## config.mk

```make
export PLATFORM = sky130hd
export DESIGN_NAME = uart_block_sender
export DESIGN_NICKNAME = d
export VERILOG_FILES = /design/src/rtl/uart_block_sender_pkg.sv /design/src/rtl/uart_block_sender.sv
export SDC_FILE = /design/constraint.sdc
export NUM_CORES = 1
export LEC_CHECK = 0
export ABC_AREA = 0
export BUFFER_PORTS_ARGS = -buffer_cell sky130_fd_sc_hd__buf_2
export CORE_ASPECT_RATIO = 0.75
export CORE_MARGIN = 8
export CORE_UTILIZATION = 45
export DETAILED_ROUTE_END_ITERATION = 8
export PLACE_DENSITY = 0.65
export SETUP_SLACK_MARGIN = 0.4
export SLEW_MARGIN = 20
export SYNTH_ARGS = -nofsm -noshare
export SYNTH_HDL_FRONTEND = slang
export SYNTH_SLANG_ARGS = --single-unit
```

## constraint.sdc

```tcl
create_clock -name clk -period 2.3 [get_ports clk]
set_input_delay 0.115 -clock clk [delete_from_list [all_inputs] [get_ports clk]]
set_output_delay 0.115 -clock clk [all_outputs]
set_load 0.05 [all_outputs]
```

## src/rtl/uart_block_sender_pkg.sv

```systemverilog
// uart_block_sender_pkg: shared state encoding and constants for the UART block sender
package uart_block_sender_pkg;
    typedef enum logic [1:0] {
        ST_SETTLE,
        ST_IDLE,
        ST_ISSUE,
        ST_WAIT_DONE
    } state_t;
    localparam int SETTLE_CYCLES  = 4;
    localparam int NBYTES_DEFAULT = 16;
endpackage

```

## src/rtl/uart_block_sender.sv

```systemverilog
// uart_block_sender: streams NBYTES-byte blocks MSB-first into a byte UART transmitter
module uart_block_sender
    import uart_block_sender_pkg::*;
#(
    parameter int NBYTES = NBYTES_DEFAULT
) (
    input  logic                clk,
    input  logic                rst,
    input  logic                en,
    input  logic                blk_valid,
    input  logic [8*NBYTES-1:0] blk_data,
    output logic                blk_ready,
    output logic                tx_start,
    output logic [7:0]          tx_data,
    input  logic                tx_done,
    input  logic                tx_busy,
    output logic                busy,
    output logic                done
);
    localparam int W  = 8 * NBYTES;
    localparam int CW = (NBYTES > 1) ? $clog2(NBYTES) : 1;
    localparam int SW = $clog2(SETTLE_CYCLES + 1);

    state_t        state_q, state_d;
    logic [W-1:0]  act_q, act_d, pend_q, pend_d;
    logic          pend_full_q, pend_full_d;
    logic [CW-1:0] cnt_q, cnt_d;
    logic [SW-1:0] settle_q, settle_d;
    logic          tx_start_q, tx_start_d, done_q, done_d;
    logic          acc, last;

    // state register and datapath flops
    always_ff @(posedge clk) begin
        if (rst) begin
            state_q     <= ST_SETTLE;
            act_q       <= '0;
            pend_q      <= '0;
            pend_full_q <= 1'b0;
            cnt_q       <= '0;
            settle_q    <= '0;
            tx_start_q  <= 1'b0;
            done_q      <= 1'b0;
        end else begin
            state_q     <= state_d;
            act_q       <= act_d;
            pend_q      <= pend_d;
            pend_full_q <= pend_full_d;
            cnt_q       <= cnt_d;
            settle_q    <= settle_d;
            tx_start_q  <= tx_start_d;
            done_q      <= done_d;
        end
    end

    // next state: settle after reset, load/promote blocks, issue and shift bytes
    always_comb begin
        state_d     = state_q;
        act_d       = act_q;
        pend_d      = pend_q;
        pend_full_d = pend_full_q;
        cnt_d       = cnt_q;
        settle_d    = '0;
        tx_start_d  = 1'b0;
        done_d      = 1'b0;
        acc         = blk_valid & ~pend_full_q & (state_q != ST_SETTLE);
        last        = (cnt_q == CW'(NBYTES - 1));
        case (state_q)
            ST_SETTLE: begin
                settle_d = tx_busy ? '0 : settle_q + 1'b1;
                if (!tx_busy && settle_q == SW'(SETTLE_CYCLES - 1))
                    state_d = ST_IDLE;
            end
            ST_IDLE: begin
                if (pend_full_q) begin
                    act_d       = pend_q;
                    pend_d      = '0;
                    pend_full_d = 1'b0;
                    cnt_d       = '0;
                    state_d     = ST_ISSUE;
                end else if (acc) begin
                    act_d   = blk_data;
                    cnt_d   = '0;
                    state_d = ST_ISSUE;
                end
            end
            ST_ISSUE: begin
                if (en && !tx_busy) begin
                    tx_start_d = 1'b1;
                    state_d    = ST_WAIT_DONE;
                end
            end
            ST_WAIT_DONE: begin
                if (tx_done && !last) begin
                    act_d = act_q << 8;
                    cnt_d = cnt_q + 1'b1;
                    // a byte is only launched back-to-back while en is high; otherwise it waits in ISSUE
                    tx_start_d = en;
                    state_d    = en ? ST_WAIT_DONE : ST_ISSUE;
                end else if (tx_done) begin
                    done_d = 1'b1;
                    if (pend_full_q) begin
                        act_d       = pend_q;
                        pend_d      = '0;
                        pend_full_d = 1'b0;
                        cnt_d       = '0;
                        state_d     = ST_ISSUE;
                    end else begin
                        state_d = ST_IDLE;
                    end
                end
            end
            default: state_d = ST_SETTLE;
        endcase
        // blocks arriving while one is active wait in the pending slot; the promoted block is never touched
        if (acc && state_q != ST_IDLE) begin
            pend_d      = blk_data;
            pend_full_d = 1'b1;
        end
    end

    // outputs decoded from registered state
    always_comb begin
        blk_ready = ~pend_full_q & (state_q != ST_SETTLE);
        busy      = (state_q == ST_ISSUE) | (state_q == ST_WAIT_DONE);
        tx_start  = tx_start_q;
        done      = done_q;
        tx_data   = act_q[W-1 -: 8];
    end
endmodule

```

After elaboration in Yosys (flattened, before gate mapping)
Cells that the tools add are included.
- add/sub/neg operators: 2
- eq/ne operators: 13
- multiplexer cells: 34
- bitwise logic cells: 7
- reductions and logical operators: 15
- operators with widths (kind ; count):
    128-bit two-way mux ; 9
    128-bit one-hot mux with 2 select lines ; 2
    4-bit two-way mux ; 5
    3-bit != test (second input constant) ; 5
    2-bit two-way mux ; 7
    2-bit one-hot mux with 4 select lines ; 1
    4-bit one-hot mux with 2 select lines ; 1
    4-bit AND reduction ; 2
    1-bit two-way mux ; 7
    3-bit OR reduction ; 2
    4-bit by 1-bit adder with 4-bit output (second input constant) ; 1
    2-bit equality test (second input constant) ; 2
    4-bit equality test (second input constant) ; 1
    1-bit logical AND ; 4
    2-bit != test (second input constant) ; 2
    1-bit one-hot mux with 2 select lines ; 2
    2-bit nonzero test ; 2
    3-bit by 1-bit adder with 3-bit output (second input constant) ; 1
    1-bit bitwise AND ; 3
    3-bit by 2-bit equality test with 1-bit output (second input constant) ; 1
    1-bit NOT ; 3
    3-bit AND reduction ; 1
    3-bit nonzero test ; 1
    2-bit by 1-bit equality test with 1-bit output (second input constant) ; 1
    4 further kinds ; 5
- flip-flop bits (word level): 268
- word-level logic and storage cells: 79

Logic depth before layout (Yosys ltp)
- word-level depth: 6
- gate-level depth with buffers: 7

Worst setup path before layout
OpenSTA, ideal clock, no wires.
- kind: reg-to-reg
- start point: reg cnt_q[0]
- end point: reg act_q[0]
- setup time: 0.086 ns
- arrival: 1.600 ns
- setup slack: 0.615 ns
- stages on the path, launching flop included: 8
- path buffers: 2
- path through: dfxtp_1 > ha_1 > nand3_1 > buf_2 > buf_4 > a21oi_4 > a22oi_1 > a211oi_1
- cells in the longest elaborated chain, start to end: 5
- elaborated cells between the ends (all ways): 8
- those cells by class: eq/ne (3); mux (2); reduce/logical (3)
- ends and longest elaborated chain (element ; RTL line ; source):
    start: declaration ; uart_block_sender.sv:27 ; logic [CW-1:0] cnt_q, cnt_d;
    start signal: assignment ; uart_block_sender.sv:48 ; cnt_q <= cnt_d;
    4-bit equality test * ; uart_block_sender.sv:66 ; last = (cnt_q == CW'(NBYTES - 1));
    1-bit logical NOT * ; uart_block_sender.sv:93 ; if (tx_done && !last) begin
    1-bit logical AND * ; uart_block_sender.sv:93 ;
    3-bit != test (no source line) / 128-bit two-way mux (equally long branches) ; -- ;
    4-bit AND reduction (no source line) / 128-bit one-hot mux with 2 select lines (equally long branches) ; -- ;
    end signal: assignment ; uart_block_sender.sv:45 ; act_q <= act_d;
    end: declaration ; uart_block_sender.sv:25 ; logic [W-1:0] act_q, act_d, pend_q, pend_d;
Mark *: on every way between the ends. The rest lies on a longest branch, timed or not.
A chain may end at the register's enable or synchronous reset.

Final worst setup path
- start point: reg pend_full_q
- end point: reg pend_q[75]
- cells in the longest elaborated chain, start to end: 6
- elaborated cells between the ends (all ways): 13
- those cells by class: eq/ne (2); mux (5); bitwise (3); reduce/logical (3)
- ends and longest elaborated chain (element ; RTL line ; source):
    start: declaration ; uart_block_sender.sv:26 ; logic pend_full_q, pend_full_d;
    start signal: assignment ; uart_block_sender.sv:47 ; pend_full_q <= pend_full_d;
    1-bit NOT ; uart_block_sender.sv:65 ; acc = blk_valid & ~pend_full_q & (state_q != ST_SETTLE);
    1-bit bitwise AND (2 in a row) ; uart_block_sender.sv:65 ;
    1-bit logical AND ; uart_block_sender.sv:115 ; if (acc && state_q != ST_IDLE) begin
    3-bit != test (no source line) / 3-bit nonzero test (equally long branches) ; -- ;
    3-bit AND reduction (no source line) ; -- ;
    end signal: assignment ; uart_block_sender.sv:46 ; pend_q <= pend_d;
    end: declaration ; uart_block_sender.sv:25 ;
Several ways; a longest one is shown, not always the timed one. The select of a mux whose other input is x is not followed.

==> summary.txt <==
Clock network
  • Worst-path clk slew: around 0.060 ns
  • Clock Sinks: around 270
  • H-tree Lvls: 1
  • CTS tree: done
  • Max Buffers Root-to-Sink: 3
  • CTS buffer count: 27
  • Root Buffer: clkbuf_16
  • Clk_lat worst skew: about 0.53 ns

Floorplan
  • Rows: 51
  • Die W: 202.7 µm
  • Core ar.: roughly 0.026 mm²
  • Initial Util: 0.4553
  • I/O Pins: roughly 150
  • Die area: 0.03163 mm²
  • Die height: 156.0 µm

Drt
  • Initial DRC Count: 1375
  • WL/cell: ~21 µm
  • Antenna Violating Nets Remaining: 0
  • Via count: roughly 12000
  • DRC viols: 0
  • Pre-Repair DR Iteration Count: 5
  • Via density: 6.181
  • DRT Wirelength: roughly 41 mm

STA
  • Slew Viols, Final: 0
  • Final setup vio count: 0
  • RSZ-0062 raised after global routing: true
  • Setup Skew: approximately 0.017 ns
  • Final min period: around 1.9 ns
  • Hold Slack: roughly 0.084 ns
  • Fmax: ~540 MHz
  • Rel. slew slack: 0.4317
  • Final hold vios: 0
  • Worst slew pin tran: 0.8524 ns
  • Period utilization: 0.8094
  • Final setup TNS: 0 ns

Final layout
  • Area delta synth->final: 29.79%
  • Layout cells sized above 1: 0.1728
  • # nets final: 1703
  • Core Util, Final: 0.5910
  • Filler cells: 2258

Yosys
  • Number of synthesized register bits: 268
  • Top_reg_cell synth: dfxtp_1
  • Synthesized cell area: 0.01177 mm²
  • Netlist cell types: 34
  • Seq/Total Area, Yosys: 0.4559
  • Mean post-synth cell area: between 8 and 9 µm²
  • Mapped Cells: 1390
  • Ys Warns: 0
  • FFs w/ async S/R, synth: 0
  • Post-synth EDFFs: 0
  • Post-synth net total: 1527

Power and ir drop
  • Sw Pwr: 2.186 mW
  • Total Power: roughly 9.8 mW
  • Comb pwr share: 0.068
  • PD cells: around 640 mW/mm²
  • Cell Int Power: 7.600 mW
  • Lkg Pwr: 5.989 nW
  • Max VDD drop: 0.6229 mV
  • Clock power share: 0.455
  • Net Sw Frac: 0.2233
  • Share of power burned in registers: 0.477

Placed design
  • DP HPWL: roughly 22 mm
  • Port bufs: around 150
  • Gpl congestion: roughly 0.8

Setup path
  • Critical path origin: pend_full_q
  • Crit Path Max Fanout: between 100 and 150
  • CP required: about 2.8 ns
  • Element type at the critical path start: register
  • Setup Crit Path Kind: register to register
  • Crit end category: register
  • Reg2Reg Launch Point: pend_full_q
  • CP arrival: around 2.3 ns

Flow run
  • Number of max-cap violations: 0

Global routing
  • Largest net degree at the start of global routing: ~130
  • First-pass GRT wire length: around 64 mm
  • Vias in the first global route: about 11000
  • GRT Util Overall: 0.2414
  • Gr ovfl total: 0
  • Initial antenna violation count: 1

Min path
  • Hold Startpoint: tx_done
  • Worst Hold Class: input pin to register

Run status
  • Status: completed
placed cells by master (no fill, tap or decap), drive strengths merged, types with 2 or more instances in the layout:
cell type    count
a311oi         120
clkbuf          47
a211oi          11
o21ai            5
buf            191
nand3            3
nor2           138
and3           124
a21oi          137
inv              2
and2             2
and3b            2
nor3             3
a21o             3
dfxtp          268
clkinv           2
dlygate4sd3    131
a22oi          136
a31oi          121
nand2          125
ha               3
cell type report:
cell class | count | area, µm² | share of cell area
flip-flops and latches | 268 | 5370 | 0.3516
clock inverters | 4 | 47.55 | 0.003113
diodes | 1 | 2.502 | 0.0001638
clock buffers | 45 | 853.3 | 0.05587
well taps | 344 | 430.4 | 0.02818
inverters | 2 | 7.507 | 0.0004915
multi-input cells | 943 | 5818 | 0.3809
repair buffers | 324 | 2744 | 0.1797
per-stage QoR:
step | instance area (µm²) | worst slack [ns] | instances
global placement | 12750 | 0.3609 | 1738
finish | 15270 | 0.4385 | 1931
CTS | 15050 | 0.4183 | 1925
global route | 15270 | 0.3719 | 1930
detailed placement | 12750 | 0.2900 | 1738
floorplan | 11770 | 0.6149 | 1390
Yosys cell counts (all sizes together), types with 2 or more instances:
cell	count	area share
dfxtp	268	0.46
nor2	138	0.044
a21oi	137	0.059
a22oi	136	0.087
nand2	125	0.040
and3	123	0.065
a31oi	121	0.064
a311oi	120	0.089
clkbuf	93	0.030
buf	86	0.039
a211oi	11	0.0070
o21ai	5	0.0021
ha	3	0.0032
nand3	3	0.0013
nor3	3	0.0013
a21o	2	0.0013
and2	2	0.0011
and3b	2	0.0015
inv	2	0.00064
path summary, 6_finish.rpt:
path                               endpoint  slack, ns  cells past startpoint
worst max-delay path             pend_q[75]       0.44                      4
worst min-delay path               tx_start       0.08                      3
worst max register to register   pend_q[75]       0.44                      4
worst min register to register  settle_q[0]       0.42                      1
layer usage:
metal	global-route usage	up-vias	part of all wire
met4	0.05376	2	0.021
li1	-	5610	-
met2	0.3831	488	0.46
met3	0.03403	74	0.070
met1	0.3433	5762	0.45
met5	0	-	0.00022
state kept, by name, indices dropped and copies added (netlist names):
register     count
act_q          128
pend_q         128
cnt_q            4
settle_q         3
state_q          2
done             1
pend_full_q      1
tx_start         1
what timing repair did:
| item | 4_1_cts | 5_1_grt |
|---|---|---|
| pin swaps | 4 | 3 |
| gates resized for setup | 6 | 34 |
| setup buffers | 4 | 3 |
| hold buffers | 131 | 0 |
| endpoints found under the hold margin | 260 | 0 |
| gates cloned | 3 | 2 |
| endpoints found under the setup margin | 181 | 246 |
kinds of logic after synthesis:
family,after synthesis,synth area share
compound gates,536,0.3131
fa+ha+maj,3,0.003190
buf+inv,181,0.06954
flops,268,0.4559
simple gates,402,0.1582
power groups by stage:
stage	clock network (mW)	registers (mW)	logic, mW
after floorplan	0	4.77	0.205
after global placement	0	4.77	0.452
after detailed placement	0	4.77	0.454
after CTS	4.54	4.67	0.635
after global routing	4.73	4.67	0.710
final	4.45	4.67	0.663
worst max-delay path, stage by stage, from the launching register on:
cell and delay, ns:
dfxtp_2 0.41, and3b_4 0.37, buf_12 0.38, a22oi_1 0.20, nor2_1 0.13
Power figures use the tool's default switching activity.
